### config.mk
export PLATFORM = sky130hd
export DESIGN_NAME = dm_arbiter
export DESIGN_NICKNAME = d
export VERILOG_FILES = /design/src/rtl/dm_arb_pkg.sv /design/src/rtl/dm_arb_lane_gen.sv /design/src/rtl/dm_arbiter.sv
export SDC_FILE = /design/constraint.sdc
export NUM_CORES = 1
export LEC_CHECK = 0
export CORE_MARGIN = 8
export CORE_UTILIZATION = 32
export DETAILED_ROUTE_END_ITERATION = 10
export GPL_TIMING_DRIVEN = 0
export PLACE_DENSITY_LB_ADDON = 0.25
export SYNTH_ARGS = -nofsm -noshare
export SYNTH_HDL_FRONTEND = slang
export SYNTH_SLANG_ARGS = --single-unit
export TNS_END_PERCENT = 50
### constraint.sdc
create_clock -name clk -period 2.3 [get_ports clk]
set_clock_uncertainty 0.1 [all_clocks]
set_input_delay 0.46 -clock clk [delete_from_list [all_inputs] [get_ports clk]]
set_output_delay 0.46 -clock clk [all_outputs]
set_load 0.02 [all_outputs]
### src/rtl/dm_arb_pkg.sv
// -----------------------------------------------------------------------------
// dm_arb_pkg
// Shared definitions for the data-memory arbiter:
//   - access size codes (byte / half / word; code 2'b11 is treated as word)
//   - owner state encodings for the arbiter state register
//   - data-memory depth in 32-bit words
// -----------------------------------------------------------------------------
package dm_arb_pkg;

  localparam logic [1:0] SIZE_B = 2'b00;
  localparam logic [1:0] SIZE_H = 2'b01;
  localparam logic [1:0] SIZE_W = 2'b10;

  localparam int DM_DEPTH = 2048;

  typedef enum logic [1:0] {
    IDLE  = 2'd0,
    OWN0  = 2'd1,
    OWN1  = 2'd2,
    LOCK1 = 2'd3
  } own_t;

endpackage

### src/rtl/dm_arb_lane_gen.sv
// -----------------------------------------------------------------------------
// dm_lane_gen
// Combinational byte-lane generator for one memory access.
//   size     in  2   access size code (SIZE_B / SIZE_H / SIZE_W, 11 = word)
//   off      in  2   byte offset within the word (addr[1:0])
//   din      in  32  right-aligned store data
//   be       out 4   byte-lane enables
//   dout     out 32  lane-replicated store data
//   misalign out 1   half on an odd byte, or word not on a word boundary
// Misaligned offsets are truncated here (half uses off[1], word ignores off);
// the caller decides whether to suppress the access.
// -----------------------------------------------------------------------------
module dm_lane_gen
  import dm_arb_pkg::*;
(
  input  logic [1:0]  size,
  input  logic [1:0]  off,
  input  logic [31:0] din,
  output logic [3:0]  be,
  output logic [31:0] dout,
  output logic        misalign
);

  always_comb begin
    be   = 4'b1111;
    dout = din;
    case (size)
      SIZE_B: begin
        be   = 4'b0001 << off;
        dout = {4{din[7:0]}};
      end
      SIZE_H: begin
        be   = off[1] ? 4'b1100 : 4'b0011;
        dout = {2{din[15:0]}};
      end
      default: begin
        be   = 4'b1111;
        dout = din;
      end
    endcase
  end

  always_comb begin
    misalign = 1'b0;
    if (size == SIZE_H)
      misalign = off[0];
    else if (size == SIZE_W || size == 2'b11)
      misalign = (off != 2'b00);
  end

endmodule

### src/rtl/dm_arbiter.sv
// -----------------------------------------------------------------------------
// dm_arbiter
// Two-port arbiter in front of the single data-memory port.
// Port 0 is the CPU MEM stage, port 1 the DMA/bridge master.
//
// Parameters
//   AW        DM word-address width (word index = addr[AW+1:2])
//   MAX_WAIT  cycles port 1 may be denied before it gets forced priority
//
// Ports
//   clk, reset          rising-edge clock, synchronous active-high reset
//   reqN/weN/sizeN      request, store(1)/load(0), size code
//   addrN/wdataN        byte address, right-aligned store data
//   lock1               port 1 burst lock (keeps ownership while req1 high)
//   gntN                combinational grant; the access happens this cycle
//   rvalidN, rdata      registered load return, one cycle after grant
//   mem_addr/mem_we     DM word address and write strobe
//   mem_be/mem_wdata    DM byte-lane enables and lane-replicated data
//   mem_rdata           DM combinational read word
//
// Optional build macro DM_ARB_ALIGN_CHECK_EN adds err0/err1: misaligned
// half/word accesses are granted but write nothing, return zero read data
// and pulse errN one cycle later.
// -----------------------------------------------------------------------------
module dm_arbiter
  import dm_arb_pkg::*;
#(
  parameter int AW       = $clog2(DM_DEPTH),
  parameter int MAX_WAIT = 4
) (
  input  logic          clk,
  input  logic          reset,
  input  logic          req0,
  input  logic          we0,
  input  logic [1:0]    size0,
  input  logic [31:0]   addr0,
  input  logic [31:0]   wdata0,
  input  logic          req1,
  input  logic          we1,
  input  logic [1:0]    size1,
  input  logic [31:0]   addr1,
  input  logic [31:0]   wdata1,
  input  logic          lock1,
  output logic          gnt0,
  output logic          gnt1,
  output logic          rvalid0,
  output logic          rvalid1,
  output logic [31:0]   rdata,
  output logic [AW-1:0] mem_addr,
  output logic          mem_we,
  output logic [3:0]    mem_be,
  output logic [31:0]   mem_wdata,
  input  logic [31:0]   mem_rdata
`ifdef DM_ARB_ALIGN_CHECK_EN
  ,
  output logic          err0,
  output logic          err1
`endif
);

  localparam logic [3:0] WAIT_LIM = 4'(MAX_WAIT);

  own_t       own_q, own_d;
  logic [3:0] wait_q, wait_d;

  // State register
  always_ff @(posedge clk) begin
    if (reset) begin
      own_q  <= IDLE;
      wait_q <= 4'd0;
    end else begin
      own_q  <= own_d;
      wait_q <= wait_d;
    end
  end

  // Next state and starvation counter
  always_comb begin
    own_d = IDLE;
    if (gnt1)
      own_d = lock1 ? LOCK1 : OWN1;
    else if (gnt0)
      own_d = OWN0;

    wait_d = wait_q;
    if (!req1 || gnt1)
      wait_d = 4'd0;
    else if (wait_q != 4'hF)
      wait_d = wait_q + 4'd1;
  end

  // Grant (first match wins); a lock only counts while req1 is still high,
  // so a dropped req1 is arbitrated normally in the same cycle.
  always_comb begin
    gnt0 = 1'b0;
    gnt1 = 1'b0;
    if (!reset) begin
      if (own_q == LOCK1 && req1)
        gnt1 = 1'b1;
      else if (req1 && wait_q >= WAIT_LIM)
        gnt1 = 1'b1;
      else if (req0)
        gnt0 = 1'b1;
      else if (req1)
        gnt1 = 1'b1;
    end
  end

  // Request mux: with no grant, port 0's fields are presented (don't-care)
  logic        we_m;
  logic [1:0]  size_m;
  logic [31:0] addr_m;
  logic [31:0] wdata_m;
  logic [3:0]  be_m;
  logic        misalign_m;
  logic        bad_m;

  assign we_m    = gnt1 ? we1    : we0;
  assign size_m  = gnt1 ? size1  : size0;
  assign addr_m  = gnt1 ? addr1  : addr0;
  assign wdata_m = gnt1 ? wdata1 : wdata0;

  dm_lane_gen u_lane_gen (
    .size     (size_m),
    .off      (addr_m[1:0]),
    .din      (wdata_m),
    .be       (be_m),
    .dout     (mem_wdata),
    .misalign (misalign_m)
  );

`ifdef DM_ARB_ALIGN_CHECK_EN
  assign bad_m = misalign_m;
  logic unused_bits;
  assign unused_bits = ^addr_m[31:AW+2];
`else
  assign bad_m = 1'b0;
  logic unused_bits;
  assign unused_bits = ^{addr_m[31:AW+2], misalign_m};
`endif

  assign mem_addr = addr_m[AW+1:2];
  assign mem_we   = (gnt0 | gnt1) & we_m & ~bad_m;
  assign mem_be   = bad_m ? 4'b0000 : be_m;

  logic ld0_p0, ld1_p0;
  assign ld0_p0 = gnt0 & ~we0;
  assign ld1_p0 = gnt1 & ~we1;

  // p0 -> p1: load return register
  logic        vld0_p1, vld1_p1;
  logic [31:0] rdata_p1;

  always_ff @(posedge clk) begin
    if (reset) begin
      vld0_p1  <= 1'b0;
      vld1_p1  <= 1'b0;
      rdata_p1 <= 32'h0;
    end else begin
      vld0_p1 <= ld0_p0;
      vld1_p1 <= ld1_p0;
      if (ld0_p0 || ld1_p0)
        rdata_p1 <= bad_m ? 32'h0 : mem_rdata;
    end
  end

  assign rvalid0 = vld0_p1;
  assign rvalid1 = vld1_p1;
  assign rdata   = rdata_p1;

`ifdef DM_ARB_ALIGN_CHECK_EN
  // p0 -> p1: alignment error flags
  logic err0_p1, err1_p1;

  always_ff @(posedge clk) begin
    if (reset) begin
      err0_p1 <= 1'b0;
      err1_p1 <= 1'b0;
    end else begin
      err0_p1 <= gnt0 & bad_m;
      err1_p1 <= gnt1 & bad_m;
    end
  end

  assign err0 = err0_p1;
  assign err1 = err1_p1;
`endif

endmodule

=== Word level (Yosys, flattened, before mapping) ===
Cells that the tools add are included.
Widths: inputs -> output; s select.

* Add/subtract/negate cells: 1
* Reductions and logical operators: 7
* Multiply operators: 0
* Muxes and demuxes: 19
* Divide/modulo/power cells: 0
* Bitwise logic cells: 6
* Equal/unequal tests: 3
* Shift-type cells: 1
* Order comparisons: 1

{| class="wikitable"
|+ Operators with widths
! cell !! number
|-
| $pmux 32 s2 || 1
|-
| $mux 32 || 1
|-
| $mux 13 || 1
|-
| $mux 1 || 12
|-
| $pmux 4 s2 || 1
|-
| $add 4x1->4 const B || 1
|-
| $ge 4x3->1 const B || 1
|-
| $mux 2 || 2
|-
| $mux 4 || 1
|-
| $ne 4x4->1 const B || 1
|-
| $shl 1x2->4 const A || 1
|-
| $and 1x1->1 || 3
|-
| $eq 2x1->1 const B || 1
|-
| $eq 2x2->1 const B || 1
|-
| $logic_and 1x1->1 || 2
|-
| $logic_not 2->1 || 1
|-
| $logic_or 1x1->1 || 2
|-
| $not 1->1 || 2
|-
| $reduce_or 2->1 || 1
|-
| $logic_not 1->1 || 1
|-
| $or 1x1->1 || 1
|}

* Memory bits (read-only): 0
* Bits in writable memories: 0
* Bits in latches: 0
* Memories kept: 0
* Bits in registers: 40

=== Longest topological paths before layout ===
Gate-level depths: netlist of the first run.

* Depth after elaboration: 8
* Mapped depth: 6

=== By module ===
Synthesis of the first run repeated with hierarchy kept, for this count alone.

* Cells, all modules: 234
* Area, all modules: 2498.6 sq um

{| class="wikitable"
|+ Modules (own cells, without submodules)
! module !! seq. area each (sq um) !! instances !! cells an instance !! area each (sq um)
|-
| dm_arbiter || 800.8 || 1 || 171 || 1976.9
|-
| dm_lane_gen || 0.0 || 1 || 63 || 521.8
|}

=== Worst setup path before layout of the first run ===
No wires, ideal clock.

* Path type: input to output
* From: in size1[1]
* To: out mem_wdata[16]
* Required time: 1.740 ns
* Stages on the path: 5
* Arrival: 1.574 ns
* Setup slack: 0.166 ns
* Buffers on the path: 3
* Path through: buf_2 buf_2 buf_1 a211oi_1 a21oi_1

* Longest elaborated chain between the ends: 3

{| class="wikitable"
|+ Ends and longest elaborated chain
! item !! line !! RTL
|-
| start, declared || dm_arbiter.sv:40 || <nowiki>input logic [1:0] size1,</nowiki>
|-
| $mux 2 * || dm_arbiter.sv:119 || <nowiki>assign size_m = gnt1 ? size1 : size0;</nowiki>
|-
| $eq 2x1->1 or $logic_not 2->1 (tied branches) || - ||
|-
| $pmux 32 s2 * || dm_arb_lane_gen.sv:27 || <nowiki>case (size)</nowiki>
|-
| end, declared || dm_arbiter.sv:52 || <nowiki>output logic [31:0] mem_wdata,</nowiki>
|}

Mark *: on every way between the ends. The rest lies on a longest branch, timed or not.

=== Worst setup path in the final report of the first run ===
* From: reg wait_q[2]
* To: out mem_wdata[14]

* Longest elaborated chain between the ends: 8

{| class="wikitable"
|+ Ends and longest elaborated chain
! item !! line !! RTL
|-
| start, declared || dm_arbiter.sv:64 || <nowiki>logic [3:0] wait_q, wait_d;</nowiki>
|-
| start signal, assigned || dm_arbiter.sv:73 || <nowiki>wait_q <= wait_d;</nowiki>
|-
| $ge 4x3->1 * || dm_arbiter.sv:100 || <nowiki>else if (req1 && wait_q >= WAIT_LIM)</nowiki>
|-
| $logic_and 1x1->1 * || dm_arbiter.sv:100 ||
|-
| $mux 1 * || dm_arbiter.sv:100 ||
|-
| $mux 1 * || dm_arbiter.sv:98 || <nowiki>if (own_q == LOCK1 && req1)</nowiki>
|-
| $mux 1 * || dm_arbiter.sv:97 || <nowiki>if (!reset) begin</nowiki>
|-
| $mux 2 || dm_arbiter.sv:119 ||
|-
| $eq 2x1->1 or $logic_not 2->1 (tied branches) || - ||
|-
| $pmux 32 s2 * || dm_arb_lane_gen.sv:27 ||
|}

Marks and branches as above.

==> flow_metrics.py, run 1 <==
metrics = {
    "hold_path": {
        "hold_path.class": "flip-flop to flip-flop",
    },
    "clock_network": {
        "clockBufferDepth": 2,
        "clk_pin_slew_worst_paths_ns": 0.08,
        "cts_tree": "yes",
        "cts.sinks": 40,
        "root_buffer": "clkbuf_8",
        "cts_hold_buf": 0,
        "clock_latency_ns": 0.29,
        "htreeDepth": 2,
        "numCtsBuffers": 5,
    },
    "cells_and_area": {
        "mostFrequentLayoutCells": "clkdlybuf4s50_1, nand2_1, nand2b_1, mux2i_1, dfxtp_1",
        "design_area_mm2": 0.005724,
        "antennaDiodeCount": 0,
        "syn2layout_area_growth_pct": 94.19,
        "fin_util_pct": 62.84,
        "nFillCells": 813,
        "layout.nets": 800,
        "final_common_cell": "clkdlybuf4s50_1",
        "final_layout_size_suffix_gt1_share_pct": 22.45,
    },
    "placed_design": {
        "dp_hpwl_um": 10700,
        "place_area_mm2": 0.005249,
        "gp_congestion": 0.8753,
        "io_buffer_count": 216,
    },
    "power": {
        "p_int_uw": 1541,
        "max-vdd-ir-drop_mv": 0.2173,
        "swShare_pct": 34.31,
        "power_density_mw_per_mm2": 409.7,
        "power_frac_comb_pct": 48.3,
        "p_leak_uw": 0.002474,
        "finalPower_uw": 2345,
        "p_seq_share_pct": 32.4,
        "p_switching_uw": 804.8,
        "clock_power_share_pct": 19.3,
    },
    "sta": {
        "worst_slack_ns": -0.1678,
        "rsz0062_at_grt": "true",
        "setup_tns_ns": -4.756,
        "maxSlewViolCount": 0,
        "fmax_mhz": 405.2,
        "post-route-min-period_ns": 2.468,
        "setup_viol": 47,
        "hold_viol_final": 0,
        "period_share_pct": 107.3,
    },
    "worst_setup_path": {
        "r2r-start": "wait_q[2]",
        "setup.worst_path.start": "wait_q[2]",
        "worstReg2RegEnd": "rdata[26]",
        "cp_max_fo": 8,
        "worstSetupPathType": "flip-flop to output port",
        "cp.arrival_ns": 1.91,
        "reg2reg_depth": 7,
        "cp.required_ns": 1.74,
        "rrSetupSlack_ns": 0.50,
        "cp-endpoint": "mem_wdata[14]",
        "critPathLaunchType": "flip-flop",
        "endpoint_kind": "output port",
    },
    "grt": {
        "grt-ovfl-total": 0,
        "grt_pass1_vias": 3979,
        "grt_usage_pct": 20.25,
        "grt_max_degree": 13,
        "antenna_found_initial": 0,
        "grt_pass1_wl_um": 20760,
    },
    "detailed_routing": {
        "routed_wl_um": 13510,
        "dr.pass1.iters": 4,
        "vias_per_cell": 5.042,
        "drt_first_iter_violations": 148,
        "vias": 3726,
        "drcViolationCount": 0,
        "ant_nets": 0,
        "wire_per_inst_um": 18.28,
    },
    "synth": {
        "avgSynthCellArea_um2": 7.520,
        "synth.yosys.seq_area_share_pct": 27.16,
        "synth_cells": 392,
        "ys_seq_elements": 40,
        "ys_warn_count": 0,
        "synth_cell_type_count": 32,
        "syn-num-nets": 564,
        "synthesis.area_mm2": 0.002948,
    },
    "die": {
        "core_mm2": 0.009109,
        "die_x_um": 112.0,
        "io_pins": 255,
        "die-area_mm2": 0.01254,
        "rows": 35,
        "die_y_um": 112.0,
        "initial_core_util_pct": 32.36,
    },
    "status": {
        "failed_checks": "setup timing",
        "status": "finished with violations",
    },
    "run": {
        "cap_violations": 0,
    },
}
-- worst min path at each step --
stage          startpoint        end  slack (ns)  cells past startpoint
2_1_floorplan   wait_q[1]  wait_q[1]        0.36                      2
3_3_place_gp    rdata[17]  rdata[17]        0.36                      2
3_5_place_dp    rdata[29]  rdata[29]        0.36                      2
4_1_cts         rdata[29]  rdata[29]        0.38                      2
5_1_grt          rdata[9]   rdata[9]        0.40                      2
6_report         rdata[2]   rdata[2]        0.37                      2
-- flip-flops by register name (all words and copies together) (netlist names) --
signal   flops
wait_q       4
rvalid0      1
rdata       32
rvalid1      1
own_q        2
-- final cells by class --
cell class	count	area, um^2	area share, %
Buffer	30	284.0	4.962
Clock buffer	5	68.82	1.202
Clock inverter	2	12.51	0.2186
Inverter	7	28.78	0.5027
Multi-Input combinational cell	313	2157	37.68
Sequential cell	40	805.8	14.08
Tap cell	111	138.9	2.426
Timing Repair Buffer	231	2228	38.93
-- cell usage after synthesis (all sizes together) --
cell type  number  share of area, %
nor2b          18               3.8
o211ai          1              0.25
dfxtp          40                27
ha              1              0.42
nand2b         66                14
a211oi         32               8.1
a31oi           9               1.9
buf            17               3.7
a21o            1              0.25
and3            1              0.21
nand2          76               9.7
mux2i          44                15
a211o           1              0.34
o21ai           5              0.98
conb            1              0.13
inv             7              0.89
xnor2           1              0.30
a22o           15               4.5
a21oi          14               2.4
nor3            4              0.68
nand3           1              0.17
clkbuf         15               1.9
o32a            1              0.34
nor2           20               2.7
or2             1              0.21
-- cell families (layout without fill, tap and decap cells) --
| family | after synthesis | after routing | share of synthesized area (%) |
|---|---|---|---|
| AOI/OAI and AO/OA | 79 | 79 | 19.06 |
| xor gates and xnor gates | 1 | 1 | 0.2972 |
| adders and majority gates | 1 | 1 | 0.4244 |
| buffers and inverters | 39 | 275 | 6.494 |
| DFF | 40 | 40 | 27.16 |
| muxes | 44 | 44 | 14.94 |
| other | 1 | 1 | 0.1272 |
| and+or+nand+nor | 187 | 187 | 31.49 |
-- power groups by stage --
stage	clock [uW]	sequential, uW	combinational (uW)
after floorplan	0	826	426
after global placement	0	775	1050
after detailed placement	0	777	1060
after CTS	460	760	1100
after global routing	495	767	1200
final	452	760	1130
-- routing by layer --
layer	vias to the layer above	routed length [um]	global-route usage (%)
li1	1809	-	-
met1	1710	4888	20.50
met2	179	6560	35.58
met3	28	1633	9.740
met4	0	425	7.284
met5	-	0	0
-- worst max-delay path, stage by stage (launching register included) --
cell,delay [ns]
dfxtp_4,0.36
a211o_4,0.32
o21ai_4,0.22
inv_4,0.11
buf_12,0.15
a211oi_2,0.21
a31oi_1,0.07
buf_2,0.17
-- through the flow --
step           instances  worst slack (ns)  hold WS (ns)
2_1_floorplan        392            0.1660        0.3646
3_3_place_gp         719            -1.049        0.3587
3_5_place_dp         719            -1.045        0.3648
4_1_cts              737           -0.1615        0.3776
5_1_grt              739           -0.2200        0.3997
6_report             739           -0.1678        0.3735
-- timing repair --
| item | in CTS | in global routing |
|---|---|---|
| pin swaps | 20 | 5 |
| gates resized for setup | 335 | 30 |
| setup endpoints to repair | 50 | 48 |
| buffers inserted | 8 | 2 |
| gates cloned | 4 | 2 |
(Power assumes the default switching activity.)
==> inputs of run 2 (changes only) <==
--- a/config.mk
+++ b/config.mk
@@ -10,6 +10,7 @@
 export DETAILED_ROUTE_END_ITERATION = 10
 export GPL_TIMING_DRIVEN = 0
 export PLACE_DENSITY_LB_ADDON = 0.25
+export SLEW_MARGIN = 20
 export SYNTH_ARGS = -nofsm -noshare
 export SYNTH_HDL_FRONTEND = slang
 export SYNTH_SLANG_ARGS = --single-unit
==> results of run 2 <==
The final DEF is identical to that of run 1; final timing and power are the same.
==> inputs of run 3 (changes only) <==
--- a/config.mk
+++ b/config.mk
@@ -5,9 +5,11 @@
 export SDC_FILE = /design/constraint.sdc
 export NUM_CORES = 1
 export LEC_CHECK = 0
+export CAP_MARGIN = 20
 export CORE_MARGIN = 8
 export CORE_UTILIZATION = 32
 export DETAILED_ROUTE_END_ITERATION = 10
+export GPL_ROUTABILITY_DRIVEN = 0
 export GPL_TIMING_DRIVEN = 0
 export PLACE_DENSITY_LB_ADDON = 0.25
 export SLEW_MARGIN = 20
==> results of run 3 <==
The final DEF is identical to that of run 1; final timing and power are the same.
